## config.mk

```make
export PLATFORM = sky130hd
export DESIGN_NAME = a8_bus_capture
export DESIGN_NICKNAME = d
export VERILOG_FILES = /design/src/rtl/a8_bus_capture.sv
export SDC_FILE = /design/constraint.sdc
export NUM_CORES = 1
export LEC_CHECK = 0
export BUFFER_PORTS_ARGS = -buffer_cell sky130_fd_sc_hd__buf_4
export CORE_UTILIZATION = 25
export CTS_CLUSTER_SIZE = 8
export DETAILED_ROUTE_END_ITERATION = 12
export GPL_ROUTABILITY_DRIVEN = 0
export SYNTH_ARGS = -nofsm -noshare
export SYNTH_HDL_FRONTEND = slang
export SYNTH_SLANG_ARGS = --single-unit
```

## constraint.sdc

```tcl
create_clock -name clk -period 6.5 [get_ports clk]
set_clock_uncertainty 0.1 [all_clocks]
set_input_delay 0.65 -clock clk [delete_from_list [all_inputs] [get_ports clk]]
set_output_delay 0.65 -clock clk [all_outputs]
set_load 0.01 [all_outputs]
```

## src/rtl/a8_bus_capture.sv

```systemverilog
// a8_bus_capture: synchronises the Atari 8-bit bus, rebuilds PHI2 cycles and queues window writes in a FIFO.
module a8_bus_capture #(
   parameter logic [7:0] WIN_PAGE   = 8'hD1,
   parameter int         FIFO_DEPTH = 8,
   parameter int         MIN_HIGH   = 2
) (
   input  logic        clk,
   input  logic        rst,
   input  logic        a8_clk,
   input  logic [15:0] a8_addr,
   input  logic [7:0]  a8_data,
   input  logic        a8_rw_n,
   input  logic        a8_ref_n,
   input  logic        a8_rst_n,
   output logic        out_valid,
   input  logic        out_ready,
   output logic [7:0]  out_addr,
   output logic [7:0]  out_data,
   output logic [4:0]  fifo_level,
   output logic        overflow,
   input  logic        ovf_clr,
   output logic [15:0] cycle_cnt
);
   localparam int AW = $clog2(FIFO_DEPTH);
   localparam int HW = $clog2(MIN_HIGH + 1);
   localparam logic [HW-1:0] MIN_HC = HW'(MIN_HIGH);
   localparam logic [4:0] DEPTH_L = 5'(FIFO_DEPTH);

   logic [27:0]   r_sync1, r_sync2;
   logic [25:0]   r_snap;
   logic          r_phi_d;
   logic [HW-1:0] r_high_cnt;
   logic [15:0]   r_mem [FIFO_DEPTH];
   logic [AW-1:0] r_wptr, r_rptr;
   logic [4:0]    r_level;
   logic          r_ovf;
   logic [15:0]   r_cnt;

   logic          w_phi_s, w_rst_s_n, w_fall, w_qual, w_push_req, w_full, w_pop, w_push, w_drop;

   assign w_phi_s   = r_sync2[27];
   assign w_rst_s_n = r_sync2[0];
   // r_high_cnt already includes the last high cycle, so a pulse of exactly MIN_HIGH clocks qualifies
   assign w_fall     = r_phi_d & ~w_phi_s & (r_high_cnt >= MIN_HC);
   assign w_qual     = w_fall & r_snap[0];
   assign w_push_req = w_qual & ~r_snap[1] & (r_snap[25:18] == WIN_PAGE) & w_rst_s_n;
   assign w_full     = r_level == DEPTH_L;
   assign out_valid  = r_level != 5'd0;
   assign w_pop      = out_valid & out_ready;
   assign w_push     = w_push_req & (~w_full | w_pop);
   assign w_drop     = w_push_req & w_full & ~w_pop;

   assign out_addr   = r_mem[r_rptr][15:8];
   assign out_data   = r_mem[r_rptr][7:0];
   assign fifo_level = r_level;
   assign overflow   = r_ovf;
   assign cycle_cnt  = r_cnt;

   always_ff @(posedge clk) begin
      if (rst) begin
         r_sync1    <= '0;
         r_sync2    <= '0;
         r_snap     <= '0;
         r_phi_d    <= 1'b0;
         r_high_cnt <= '0;
         r_cnt      <= '0;
         r_ovf      <= 1'b0;
      end else begin
         r_sync1    <= {a8_clk, a8_addr, a8_data, a8_rw_n, a8_ref_n, a8_rst_n};
         r_sync2    <= r_sync1;
         r_phi_d    <= w_phi_s;
         r_high_cnt <= !w_phi_s ? '0 : (r_high_cnt == MIN_HC) ? r_high_cnt : r_high_cnt + 1'b1;
         if (w_phi_s)
            r_snap <= r_sync2[26:1];
         if (w_qual)
            r_cnt <= r_cnt + 16'd1;
         if (w_drop)
            r_ovf <= 1'b1;
         else if (ovf_clr)
            r_ovf <= 1'b0;
      end
   end

   // Atari reset flushes the queue every cycle; stale memory contents are never exposed since out_valid drops
   always_ff @(posedge clk) begin
      if (rst) begin
         r_wptr  <= '0;
         r_rptr  <= '0;
         r_level <= '0;
         for (int i = 0; i < FIFO_DEPTH; i++)
            r_mem[i] <= '0;
      end else if (!w_rst_s_n) begin
         r_wptr  <= '0;
         r_rptr  <= '0;
         r_level <= '0;
      end else begin
         if (w_push) begin
            r_mem[r_wptr] <= {r_snap[17:10], r_snap[9:2]};
            r_wptr        <= r_wptr + 1'b1;
         end
         if (w_pop)
            r_rptr <= r_rptr + 1'b1;
         r_level <= r_level + {4'd0, w_push} - {4'd0, w_pop};
      end
   end
endmodule

```

==> metrics.txt <==
Area contributors post-synth edfxtp_1 39%, dfxtp_1 23%, and2_1 8.1%; Slew headroom 0.372; hold crit path type primary input to flop; clock buffer depth 3; adder-cell share of the synthesized area 0.0159; CTS tree yes; f_max 0.300 GHz; # IOs 71; Max Cap Viol 0; hold buffers post-CTS 0; top cell type's share of synthesized area 0.387; FP Rows between 70 and 80; Worst Hold Launch a8_data[3]; root buf cell clkbuf_16; die height 201 µm; setup violators final 0; H-tree levels 2; drt via density 4.15; status complete, no violations; Critical path origin r_sync2[27]; nets between 800 and 900; Synth Area in Compound Gates 0.0190; global route total overflow 0; post-synthesis area per instance 13.6 µm²; Setup CP Type flop to flop; multi-input logic area 3540 µm²; Clock transition at path regs approximately 50 ps; peak supply drop 178 µV; period utilization 0.513; Initial Util 0.255; met2 WL post-DR 10.3 mm; TritonRoute pass-1 iters 6; final wirelength between 20 and 25 mm; Crit path arrival time 3600 ps; Port-buffer cells 70; post-synthesis mux area share 0.117; Yosys warning total 0; RSZ-0062 raised after global routing no; Residual DRC 0; measured slew at the worst slew-check pin 941 ps; CP Max Fanout 29; Post-synth EDFFs 128; vias post-DR ~5600; first-pass GRT wire length 32.9 mm; fin. max-slew vios 0; clock latency on the worst-skew pair about 510 ps; layout cells sized above 1 0.236; pwr/cell area 290 nW/µm²; detailed placement HPWL 13.1 mm; die area about 41000 µm²; Post-Syn Instances 729; Critical Path RT 6770 ps; fin crit period 3330 ps; Ant. Diodes 0; commonest cells in the netlist 128 x and2_1, 128 x edfxtp_1, 116 x dfxtp_1; register area share after synthesis 0.620; post-CTS setup repair buffer count 0; post-synth cell types 46; Hold Vio Cnt, Final 0; hold slack 252 ps; Layout area overhead 21.1%; die width slightly above 200 µm; post_cts resized 0; area leader, netlist edfxtp_1; sequential cell area 6170 µm²; Async SR Flop Fraction 0; synthesized area 9940 µm²; Setup TNS Final 0 ps; Layout fillers 3914; Antenna Nets Post-Route 0; Top Layer Used met4; pin count of the biggest net entering global routing 74; dominant synthesized flop cell edfxtp_1; CTS buffer count 36; Simple-Gate Fraction of Synth Area 0.194; initial antenna violation count 0; Core ar. roughly 39000 µm²; FF-to-FF Start r_sync2[27]; CTS sink cnt approximately 240; #FFs+latches synth 244; routed wl met3 1.07 mm; startpoint types flop; wire length on met1 around 9 mm; WL/cell 15.5 µm; DRT iter0 DRCs 313; Net Count, Synth 773; P_leak 4.29 nW; vias in the first global route 5945; largest family of logic cells by synthesized area simple AND/OR/NAND/NOR gates; critical path endpoint category flop; Synth Area in XOR/XNOR 0.0106; GRT Total Usage 0.104
registers in the layout, indices dropped and copies added (netlist names), named ones only:
name and cells:
fifo_level 5, r_phi_d 1, r_mem 128, cycle_cnt 16, r_snap 26, r_sync2 28, r_rptr 3, r_wptr 3
r_high_cnt 2, overflow 1, r_sync1 28
placed cells by master, fill, tap and decap left out, types with 2 or more instances in the layout:
cell and n:
a21oi_1 17, and2_1 128, and3_1 2, and4_1 2
buf_4 80, clkbuf_1 10, clkbuf_16 36, dfxtp_1 114
dfxtp_2 2, edfxtp_1 128, ha_1 11, inv_1 15
mux2_2 16, mux2i_1 26, mux4_2 32, nand2_1 7
nand2b_1 4, nand3_1 8, nand3b_1 2, nand4_1 4
nor2_1 45, nor2b_1 60, nor3_1 2, nor4_4 8
o211a_1 2, o21ai_0 9, o31ai_1 2, or2_2 9
or3_1 9, or4_1 2, or4b_1 2, xnor2_1 3
xor2_1 9
area by class of cell:
class	count	share of cell area
Timing Repair Buffer	80	0.0499
Inverter	15	0.00468
Clock inverter	4	0.00624
Tap cell	518	0.0539
Multi-Input combinational cell	434	0.295
Clock buffer	46	0.0780
Sequential cell	244	0.513
power breakdown:
part	internal [mW]	switching [mW]
combinational	0.0453	0.0499
clock	1.05	0.649
sequential	1.68	0.0178
metrics by stage:
| step | setup WS [ps] | total power [mW] | instance area (µm²) | utilization | std cells |
|---|---|---|---|---|---|
| after floorplan | 3520 | 1.77 | 9940 | - | 729 |
| after global placement | 3240 | 1.82 | 11000 | 0.283 | 1291 |
| after detailed placement | 3130 | 1.82 | 11000 | 0.283 | 1291 |
| after CTS | 3110 | 3.54 | 12000 | 0.309 | 1341 |
| after global routing | 2880 | 3.61 | 12000 | 0.309 | 1341 |
| final | 3170 | 3.49 | 12000 | 0.309 | 1341 |
kinds of logic after synthesis:
group / count (synthesis)
AO/OA/AOI/OAI: 33
XOR/XNOR: 12
adder cells (fa/ha/maj): 12
buffers and inverters: 51
flip-flops: 244
multiplexers: 74
AND/OR/NAND/NOR: 303
worst max-delay path, stage by stage, from the launching register on:
cell	delay (ps)
dfxtp_1	290
buf_4	270
and3b_1	380
nand4bb_1	140
buf_4	250
or2_2	320
ha_1	290
inv_1	50
ha_1	160
inv_1	60
fa_1	380
nor2b_1	180
o21bai_1	100
a21oi_1	160
nor3b_1	60
path summary, 6_finish.rpt:
path	end	slack, ps	cells after the start
worst max register to register	fifo_level[4]	3170	14
worst min-delay path	r_sync1[6]	250	2
worst max-delay path	fifo_level[4]	3170	14
worst min register to register	r_sync2[11]	330	1
metal layers:
layer / up-vias / GRT usage
met5: - / 0
met4: 0 / 0.0403
met3: 38 / 0.0241
met2: 119 / 0.181
met1: 2692 / 0.122
li1: 2713 / -
Power figures use the tool's default switching activity.
